[config.mk]
export PLATFORM = sky130hd
export DESIGN_NAME = alu_result_stage_flat
export DESIGN_NICKNAME = d
export VERILOG_FILES = /design/src/rtl/alu_result_stage_pkg.sv /design/src/rtl/alu_result_stage_if.sv /design/src/rtl/alu_result_stage_flag_gen.sv /design/src/rtl/alu_result_stage.sv /design/src/flat_wrapper.sv
export SDC_FILE = /design/constraint.sdc
export NUM_CORES = 1
export LEC_CHECK = 0
export BUFFER_PORTS_ARGS = -buffer_cell sky130_fd_sc_hd__buf_2
export CORE_UTILIZATION = 23
export DETAILED_ROUTE_END_ITERATION = 8
export GPL_TIMING_DRIVEN = 0
export SYNTH_ARGS = -nofsm -noshare
export SYNTH_HDL_FRONTEND = slang
export SYNTH_SLANG_ARGS = --single-unit
export TNS_END_PERCENT = 30
[constraint.sdc]
create_clock -name clk -period 4.2 [get_ports clk]
set_input_delay 0.21 -clock clk [delete_from_list [all_inputs] [get_ports clk]]
set_output_delay 0.21 -clock clk [all_outputs]
set_load 0.03 [all_outputs]
[src/rtl/alu_result_stage_pkg.sv]
// Shared definitions for the ALU result stage: op codes, flag bit positions,
// datapath widths and the buffered entry layout.
package alu_pkg;

  localparam int WIDTH = 16;
  localparam int RD_W  = 3;
  localparam int CNT_W = 16;

  typedef enum logic [1:0] {
    OP_ADD   = 2'b00,
    OP_SUB   = 2'b01,
    OP_LOGIC = 2'b10,
    OP_PASS  = 2'b11
  } op_e;

  localparam int FLG_Z = 3;
  localparam int FLG_N = 2;
  localparam int FLG_C = 1;
  localparam int FLG_V = 0;

  typedef enum logic [1:0] {
    ST_EMPTY = 2'd0,
    ST_ONE   = 2'd1,
    ST_FULL  = 2'd2
  } occ_state_e;

  typedef struct packed {
    logic [WIDTH-1:0] data;
    logic [RD_W-1:0]  rd;
    logic             wen;
    logic [3:0]       flags;
  } entry_t;

endpackage

[src/rtl/alu_result_stage_if.sv]
// Handshake bundle between ALU (producer), result stage and writeback (consumer).
interface alu_result_stage_if;
  import alu_pkg::*;

  logic             in_valid;
  logic             in_ready;
  logic [WIDTH-1:0] in_a;
  logic [WIDTH-1:0] in_b;
  logic [WIDTH-1:0] in_ans;
  logic [1:0]       in_op;
  logic [RD_W-1:0]  in_rd;
  logic             in_wen;
  logic             out_valid;
  logic             out_ready;
  logic [WIDTH-1:0] out_data;
  logic [RD_W-1:0]  out_rd;
  logic             out_wen;

  modport master (
    output in_valid, in_a, in_b, in_ans, in_op, in_rd, in_wen, out_ready,
    input  in_ready, out_valid, out_data, out_rd, out_wen
  );

  modport slave (
    input  in_valid, in_a, in_b, in_ans, in_op, in_rd, in_wen, out_ready,
    output in_ready, out_valid, out_data, out_rd, out_wen
  );

endinterface

[src/rtl/alu_result_stage_flag_gen.sv]
// Combinational Z/N/C/V derivation from the ALU operands and its trusted result.
module alu_flag_gen
  import alu_pkg::*;
#(
  parameter int W = WIDTH
) (
  input  logic [W-1:0] a,
  input  logic [W-1:0] b,
  input  logic [W-1:0] ans,
  input  logic [1:0]   op,
  output logic [3:0]   zncv
);

  // flag decode per operation class
  always_comb begin
    zncv        = 4'b0000;
    zncv[FLG_Z] = (ans == {W{1'b0}});
    zncv[FLG_N] = ans[W-1];
    case (op)
      OP_ADD: begin
        // a + b carries out exactly when a exceeds the headroom ~b
        zncv[FLG_C] = (a > ~b);
        zncv[FLG_V] = (a[W-1] == b[W-1]) && (ans[W-1] != a[W-1]);
      end
      OP_SUB: begin
        zncv[FLG_C] = (a < b);
        zncv[FLG_V] = (a[W-1] != b[W-1]) && (ans[W-1] != a[W-1]);
      end
      default: begin
        zncv[FLG_C] = 1'b0;
        zncv[FLG_V] = 1'b0;
      end
    endcase
  end

endmodule

[src/rtl/alu_result_stage.sv]
// ALU result stage: flag capture, 2-entry skid FIFO toward writeback,
// architectural flag register and retired-result counter.
module alu_result_stage
  import alu_pkg::*;
#(
  parameter int CNT_W_P = CNT_W
) (
  input  logic               clk,
  input  logic               rst,
  alu_result_stage_if.slave  bus,
  output logic [3:0]         flags,
  output logic [CNT_W_P-1:0] retired
);

  occ_state_e         state_r;
  occ_state_e         state_nxt_s;
  entry_t             mem_r [2];
  logic               wr_ptr_r;
  logic               rd_ptr_r;
  logic [3:0]         flags_r;
  logic [CNT_W_P-1:0] retired_r;
  logic [3:0]         zncv_s;
  logic               in_ready_s;
  logic               out_valid_s;
  logic               push_s;
  logic               pop_s;

  alu_flag_gen #(.W(WIDTH)) u_flag_gen (
    .a    (bus.in_a),
    .b    (bus.in_b),
    .ans  (bus.in_ans),
    .op   (bus.in_op),
    .zncv (zncv_s)
  );

  // occupancy state register
  always_ff @(posedge clk) begin
    if (rst) begin
      state_r <= ST_EMPTY;
    end else begin
      state_r <= state_nxt_s;
    end
  end

  // occupancy next-state logic
  always_comb begin
    state_nxt_s = state_r;
    case (state_r)
      ST_EMPTY: state_nxt_s = push_s ? ST_ONE : ST_EMPTY;
      ST_ONE: begin
        if (push_s && !pop_s) begin
          state_nxt_s = ST_FULL;
        end else if (pop_s && !push_s) begin
          state_nxt_s = ST_EMPTY;
        end else begin
          state_nxt_s = ST_ONE;
        end
      end
      ST_FULL:  state_nxt_s = pop_s ? ST_ONE : ST_FULL;
      default:  state_nxt_s = ST_EMPTY;
    endcase
  end

  // handshake decode from registered state only; out_ready never reaches in_ready
  always_comb begin
    in_ready_s  = 1'b0;
    out_valid_s = 1'b0;
    case (state_r)
      ST_EMPTY: begin
        in_ready_s  = 1'b1;
        out_valid_s = 1'b0;
      end
      ST_ONE: begin
        in_ready_s  = 1'b1;
        out_valid_s = 1'b1;
      end
      ST_FULL: begin
        in_ready_s  = 1'b0;
        out_valid_s = 1'b1;
      end
      default: begin
        in_ready_s  = 1'b0;
        out_valid_s = 1'b0;
      end
    endcase
    push_s = bus.in_valid && in_ready_s;
    pop_s  = out_valid_s && bus.out_ready;
  end

  // entry storage, pointers, architectural flags and retire counter
  always_ff @(posedge clk) begin
    if (rst) begin
      for (int i = 0; i < 2; i++) begin
        mem_r[i] <= '0;
      end
      wr_ptr_r  <= 1'b0;
      rd_ptr_r  <= 1'b0;
      flags_r   <= 4'b0000;
      retired_r <= {CNT_W_P{1'b0}};
    end else begin
      if (push_s) begin
        mem_r[wr_ptr_r] <= '{data: bus.in_ans, rd: bus.in_rd,
                             wen: bus.in_wen, flags: zncv_s};
        wr_ptr_r        <= ~wr_ptr_r;
      end
      if (pop_s) begin
        rd_ptr_r  <= ~rd_ptr_r;
        flags_r   <= mem_r[rd_ptr_r].flags;
        retired_r <= retired_r + CNT_W_P'(1);
      end
    end
  end

  assign bus.in_ready  = in_ready_s;
  assign bus.out_valid = out_valid_s;
  assign bus.out_data  = mem_r[rd_ptr_r].data;
  assign bus.out_rd    = mem_r[rd_ptr_r].rd;
  assign bus.out_wen   = mem_r[rd_ptr_r].wen;
  assign flags         = flags_r;
  assign retired       = retired_r;

endmodule
[src/flat_wrapper.sv]
// flat-port wrapper written by rule: the top's interface ports become plain ports
module alu_result_stage_flat import alu_pkg::*;
#(
  parameter int CNT_W_P = CNT_W
)
  (clk, rst, flags, retired, bus_in_valid, bus_in_a, bus_in_b, bus_in_ans, bus_in_op, bus_in_rd, bus_in_wen, bus_out_ready, bus_in_ready, bus_out_valid, bus_out_data, bus_out_rd, bus_out_wen);
  alu_result_stage_if bus_i ();
  input  logic clk;
  input  logic rst;
  output logic [3:0] flags;
  output logic [CNT_W_P-1:0] retired;
  input wire logic [$bits(bus_i.in_valid)-1:0] bus_in_valid;
  input wire logic [$bits(bus_i.in_a)-1:0] bus_in_a;
  input wire logic [$bits(bus_i.in_b)-1:0] bus_in_b;
  input wire logic [$bits(bus_i.in_ans)-1:0] bus_in_ans;
  input wire logic [$bits(bus_i.in_op)-1:0] bus_in_op;
  input wire logic [$bits(bus_i.in_rd)-1:0] bus_in_rd;
  input wire logic [$bits(bus_i.in_wen)-1:0] bus_in_wen;
  input wire logic [$bits(bus_i.out_ready)-1:0] bus_out_ready;
  output wire logic [$bits(bus_i.in_ready)-1:0] bus_in_ready;
  output wire logic [$bits(bus_i.out_valid)-1:0] bus_out_valid;
  output wire logic [$bits(bus_i.out_data)-1:0] bus_out_data;
  output wire logic [$bits(bus_i.out_rd)-1:0] bus_out_rd;
  output wire logic [$bits(bus_i.out_wen)-1:0] bus_out_wen;
  assign bus_i.in_valid = bus_in_valid;
  assign bus_i.in_a = bus_in_a;
  assign bus_i.in_b = bus_in_b;
  assign bus_i.in_ans = bus_in_ans;
  assign bus_i.in_op = bus_in_op;
  assign bus_i.in_rd = bus_in_rd;
  assign bus_i.in_wen = bus_in_wen;
  assign bus_i.out_ready = bus_out_ready;
  assign bus_in_ready = bus_i.in_ready;
  assign bus_out_valid = bus_i.out_valid;
  assign bus_out_data = bus_i.out_data;
  assign bus_out_rd = bus_i.out_rd;
  assign bus_out_wen = bus_i.out_wen;
  alu_result_stage #(.CNT_W_P(CNT_W_P)) u_core (.clk(clk), .rst(rst), .bus(bus_i), .flags(flags), .retired(retired));
endmodule
==> metrics, run 1 <==
Ports=100; max cap viols=0; leading register cell type out of synthesis=sky130_fd_sc_hd__edfxtp_1; placed wire-length estimate=7070 µm; Worst setup SP type=flop; Sequential cell area=1880 µm²; min Tclk post-route=2.50 ns; outcome=finished, final reports clean; Post-CTS Setup Repair Bufs=0; CP bufs+invs=1; Placed Cells incl. Taps=680; Final Core Density=30.1%; port bufs=99; sequential element share of the synthesized area=48.3%; Clock Skew=0.00442 ns; ys async rst share=0%; slowest stage cell, crit path=sky130_fd_sc_hd__nand2b_1; starting DRC count in detailed routing=87; Slew Limit Headroom=23.3%; die boundary height=132 µm; worst-skew pair later-pin latency=0.33 ns; cell depth of the worst flop-to-flop path=6; non-filler instance count after layout=696; cells traversed along the worst timing path=inv_1 > ha_1 > o21ai_1 > nor2_1 > nand2_1 > nand2b_1; Post-synth EDFFs=46; final number of hold-violating endpoints=0; Num Clock Sinks=71; cts bufs inserted=9; Top Family by Delay on Critical Path=simple AND/OR/NAND/NOR gates; antenna violations before repair=0; final hold slack=0.182 ns; area used by multi-input combinational logic=1850 µm²; number of pins exceeding their max-slew limit in the final report=0; reg2reg end=u_core.mem_r[1][14]; grt total ovfl=0; CTS clk-pin slew, worst paths=0.06 ns; DRC violations left=0; maximum net fanout on the critical path=23; Hold Crit Class=input port to flop; Syn Std Cell Area=3890 µm²; setup slack, reg-to-reg=1.70 ns; detailed-routing iteration count for the pre-antenna-repair pass=5; RSZ-0062 raised after global routing=false; critical path class=flop to flop; number of warnings issued by yosys=0; routed len/inst=13.2 µm; Avg Cell Area, Syn=10.8 µm²; nets@finish=567; root buffer cell=sky130_fd_sc_hd__clkbuf_16; die area=17,500 µm²; number of gates given a new drive strength after cts=0; maximum single-stage delay on the critical path=0.61 ns; number of antenna diodes=0; total routed wirelength=9220 µm; maximum buffer depth of the clock tree=2; DR vias/cell=4.39; number of synthesized register bits=71; # rows=47; global-route wire length before repair=15,300 µm; total power density per cell area=394 nW/µm²; synth-to-layout area growth=28.2%; Syn Inst Count=360; Critical Path AT=2.33 ns; crit end category=flop; post-route setup TNS=0 ns; count of antenna-violating nets left after detailed routing=0; share of the clock period used by the worst path=59.6%; effective utilization at floorplan=23.5%; placer congestion estimate=0.801; Max Fclk=400 MHz; die extent in x=132 µm; Min-Delay Path Depth=2; H-Tree Depth=3; # fillers=1,735; syn nets=456; end point of the most critical hold path=u_core.mem_r[0][6]; IR drop worst, VDD=0.187 mV; leakage power=2.19 nW; via count of the first global-routing pass=3,120; Unique masters post-synth=46; hold path startpoint=bus_in_rd[1]; required time worst endpoint=4.03 ns; share of final-layout standard cells stronger than drive strength 1=30.0%; TritonCTS clock tree=built; total setup violations reported at the end of the flow=0; All-Layer GR Usage=11.0%; reg-to-reg critical path startpoint=u_core.state_r[1]; start point of the critical path=u_core.state_r[1]; number of buffers added to fix hold violations after cts=0; via count=3,058; slew at the pin closest to its max-slew limit=1.15 ns; area inside the core boundary=16,600 µm²; pin count of the biggest net entering global routing=24
==> layer usage <==
layer  vias to the layer above  wire (µm)  share of wire, %  global-route usage (%)
met4                         0        106               1.1                    4.01
met5                         -          0                 0                       0
met1                      1459       4130                45                    12.9
li1                       1515          -                 -                       -
met2                        76       4630                50                    19.9
met3                         8        362               3.9                    2.23
==> sequential cells by signal, summed over array words and instances, names as in the netlist, named ones only <==
signal / count
u_core.retired: 16
u_core.flags: 4
u_core.state_r: 2
u_core.mem_r: 46
u_core.rd_ptr_r: 1
u_core.wr_ptr_r: 1
==> through the flow <==
step / worst slack (ns) / power [W] / area, µm²
floorplan: 1.95 / 0.00110 / 3890
global placement: 1.16 / 0.00122 / 4660
detailed placement: 1.62 / 0.00124 / 4700
CTS: 1.60 / 0.00199 / 4990
global route: 1.37 / 0.00206 / 4990
finish: 1.70 / 0.00197 / 4990
==> kinds of logic after synthesis <==
kind of cell | count (synthesis) | synth area share, %
AOI/OAI and AO/OA | 48 | 8.07
xor gates and xnor gates | 13 | 2.92
adders and majority gates | 38 | 12.2
buffers and inverters | 43 | 4.15
DFF | 71 | 48.3
muxes | 23 | 6.56
and+or+nand+nor | 124 | 17.8
==> cell usage in the layout (no fill, tap or decap), drive strengths merged, types with 2 or more instances in the layout <==
master    netlist  layout
buf             2     102
edfxtp         46      46
ha             38      38
inv            30      31
nor2           26      26
dfxtp          25      25
and3           22      22
and2           22      22
mux2           20      20
clkbuf         11      20
a21oi          16      16
nand2          10      10
xnor2          10      10
o21ai          10      10
or3             9       9
nor3            7       7
nand4           6       6
nor4            6       6
a211oi          5       5
nor2b           4       4
nand3           4       4
o21bai          4       4
mux2i           3       3
xor2            3       3
clkinv          0       3
nand2b          2       2
o22ai           2       2
and4            2       2
clkinvlp        0       2
or4             2       2
==> report_power, final <==
group / switching, W / total, W / internal (W) / leakage (nW)
registers: 0.0000189 / 0.000823 / 0.000804 / 0.689
clock network: 0.000283 / 0.000742 / 0.000460 / 0.142
logic: 0.000254 / 0.000401 / 0.000147 / 1.36
==> worst max path at each step <==
stage	end	slack, ns	depth (start not counted)
6_report	u_core.mem_r[1][14]	1.70	6
5_1_grt	u_core.mem_r[1][22]	1.37	6
4_1_cts	u_core.mem_r[1][19]	1.60	6
3_5_place_dp	u_core.mem_r[1][21]	1.62	6
3_3_place_gp	u_core.mem_r[0][21]	1.16	4
2_1_floorplan	u_core.mem_r[0][0]	1.95	4
==> cells in the mapped netlist (2+ instances only) <==
library cell               count  area [µm²]
sky130_fd_sc_hd__or3_1         9        56.3
sky130_fd_sc_hd__nand2b_1      2        12.5
sky130_fd_sc_hd__mux2_2       20         225
sky130_fd_sc_hd__nor2_1       26        97.6
sky130_fd_sc_hd__and4_1        2        17.5
sky130_fd_sc_hd__o22ai_1       2        12.5
sky130_fd_sc_hd__nor3_1        7        35.0
sky130_fd_sc_hd__xnor2_1      10        87.6
sky130_fd_sc_hd__and2_1       21         131
sky130_fd_sc_hd__mux2i_1       3        30.0
sky130_fd_sc_hd__o21bai_1      4        30.0
sky130_fd_sc_hd__nand2_1      10        37.5
sky130_fd_sc_hd__clkbuf_1     11        41.3
sky130_fd_sc_hd__edfxtp_1     46        1380
sky130_fd_sc_hd__buf_1         2        7.51
sky130_fd_sc_hd__and3_1       22         138
sky130_fd_sc_hd__nor2b_1       4        25.0
sky130_fd_sc_hd__o21ai_0       9        45.0
sky130_fd_sc_hd__inv_1        30         113
sky130_fd_sc_hd__ha_1         38         475
sky130_fd_sc_hd__dfxtp_1      25         500
sky130_fd_sc_hd__a211oi_1      5        37.5
sky130_fd_sc_hd__a21oi_1      15        75.1
sky130_fd_sc_hd__nand3_1       4        20.0
sky130_fd_sc_hd__nor4_1        5        31.3
sky130_fd_sc_hd__nand4_1       6        37.5
sky130_fd_sc_hd__xor2_1        3        26.3
==> area by class of cell <==
class,count,area share (%)
buffer,13,0.977
sequential,71,37.7
clock buffer,9,4.51
clock inverter,7,1.45
inverter,30,2.26
tap,220,5.51
timing repair buffer,100,10.5
multi-input combinational,246,37.1
Power figures use the tool's default switching activity.
==> inputs of run 2 (changes only) <==
clock period = 2.57 ns   (was 4.2 ns; I/O delays follow)
==> run 2 against run 1 <==
Compared with the run above:
- global-route usage stayed put
- utilization hardly changed
- clock-buffer cell count stayed put
- worst setup slack worse by 1.3 ns
- fmax is 15% higher
- sequential share of layout area hardly changed
- critical path type unchanged
- largest power group unchanged
==> metrics, run 2 (synthesis gave the netlist of run 1 again) <==
Clock Skew=0.00451 ns; H-Tree Depth=3; RSZ-0062 raised after global routing=false; via count=3,062; IR drop worst, VDD=0.305 mV; area of placed instances=4700 µm²; total setup violations reported at the end of the flow=0; All-Layer GR Usage=11.0%; die boundary height=132 µm; port bufs=99; met2 routing resource usage after global routing=19.9%; maximum buffer depth of the clock tree=2; detailed-routing iteration count for the pre-antenna-repair pass=5; Sequential cell area=1880 µm²; met1 track demand over resource=12.9%; die extent in x=132 µm; slowest stage cell, crit path=sky130_fd_sc_hd__nor3_1; max cap viols=0; non-filler instance count after layout=696; cells traversed along the worst timing path=inv_1 > ha_1 > o21ai_1 > nor3_1 > clkbuf_1 > and2_1; CP bufs+invs=2; required time worst endpoint=2.76 ns; slew at the pin closest to its max-slew limit=0.707 ns; fraction of met3 tracks used by global routing=2.23%; antenna violations before repair=0; commonest cells after routing, fill and taps aside=sky130_fd_sc_hd__buf_2, sky130_fd_sc_hd__edfxtp_1, sky130_fd_sc_hd__ha_1, sky130_fd_sc_hd__inv_1, sky130_fd_sc_hd__nor2_1; Critical Path AT=2.37 ns; global-route wire length before repair=15,300 µm; root buffer cell=sky130_fd_sc_hd__clkbuf_16; leading cell type in the layout, fill and taps excluded=sky130_fd_sc_hd__buf_2; placer congestion estimate=0.801; number of antenna diodes=0; Num Clock Sinks=71; global-route layer with the greatest usage=met2; total routed wirelength=9220 µm; area used by multi-input combinational logic=1860 µm²; Top Family by Delay on Critical Path=simple AND/OR/NAND/NOR gates; Max Fclk=460 MHz; outcome=finished, final reports clean; # fillers=1,734; min Tclk post-route=2.18 ns; largest register by flop count=u_core.mem_r; maximum net fanout on the critical path=10; leakage power=2.19 nW; effective utilization at floorplan=23.5%; via count of the first global-routing pass=3,121; post-route setup TNS=0 ns; crit end category=flop; # rows=47; die area=17,500 µm²; final number of hold-violating endpoints=0; number of flip-flops under the largest register name=46; CTS clk-pin slew, worst paths=0.06 ns; worst-skew pair later-pin latency=0.32 ns; total power density per cell area=643 nW/µm²; critical path class=flop to flop; cts bufs inserted=9; routed len/inst=13.2 µm; nets@finish=567; Ports=100; count of antenna-violating nets left after detailed routing=0; DRC violations left=0; pin count of the biggest net entering global routing=24; number of pins exceeding their max-slew limit in the final report=0; placed wire-length estimate=7070 µm; area inside the core boundary=16,600 µm²; TritonCTS clock tree=built; post-route design area=5000 µm²; share of final-layout standard cells stronger than drive strength 1=30.3%; DR vias/cell=4.40; Placed Cells incl. Taps=680; synth-to-layout area growth=28.3%; grt total ovfl=0; Hold Crit Class=input port to flop; maximum single-stage delay on the critical path=0.60 ns; Worst setup SP type=flop; starting DRC count in detailed routing=91; share of the clock period used by the worst path=84.6%; Slew Limit Headroom=52.5%
-- run 2: cell counts in the layout (fill, tap and decap cells not counted) --
No cell type changed its count.
-- run 2: report_power, final --
group	internal [W]	total (W)	switching [W]
combinational	0.000241	0.000656	0.000415
sequential	0.00131	0.00134	0.0000309
clock	0.000751	0.00121	0.000463
total	0.00231	0.00321	0.000909
-- run 2: path summary, 6_finish.rpt --
kind / start / to / slack (ns) / depth (start not counted)
worst max register to register: u_core.state_r[1] / u_core.mem_r[0][14] / 0.39 / 6
worst min-delay path: bus_in_rd[1] / u_core.mem_r[0][6] / 0.10 / 2
worst max-delay path: u_core.state_r[1] / u_core.mem_r[0][14] / 0.39 / 6
worst min register to register: u_core.retired[1] / u_core.retired[1] / 0.49 / 2
-- run 2: repair_timing --
| action | CTS | global route |
|---|---|---|
| gates resized for setup | 1 | 0 |
| buffers inserted | 0 | 0 |
| hold buffers | 0 | 0 |
| setup endpoints to repair | 23 | 0 |
-- run 2: worst register-to-register path, delay by kind of cell (launching register included) --
family | cells | cell delay [ns]
flops | 1 | 0.34
simple gates | 2 | 0.79
buf+inv | 2 | 0.50
fa+ha+maj | 1 | 0.20
compound gates | 1 | 0.20
-- run 2: metal layers --
layer | wire [µm] | vias up | share of wire, %
met4 | 106 | 0 | 1.2
met5 | 0 | - | 0
li1 | - | 1516 | -
met2 | 4620 | 78 | 50
met1 | 4120 | 1460 | 45
met3 | 374 | 8 | 4.1
-- run 2: final cells by class --
| class | count | share of cell area (%) |
|---|---|---|
| plain buffers | 13 | 0.977 |
| clock buffers | 9 | 4.51 |
| clock inverters | 7 | 1.45 |
| inverters | 30 | 2.25 |
| multi-input cells | 246 | 37.2 |
| flip-flops and latches | 71 | 37.7 |
| well taps | 220 | 5.51 |
| repair buffers | 100 | 10.5 |
-- run 2: metrics by stage --
step	hold slack [ns]	power [W]	utilization [%]	worst slack (ns)
finish	0.100	0.00321	30.1	0.395
detailed placement	0.426	0.00203	28.3	-0.00597
CTS	0.0769	0.00326	30.1	0.338
global placement	0.416	0.00200	28.1	-0.472
global route	0.0907	0.00336	30.1	0.136
floorplan	0.327	0.00179	-	0.323
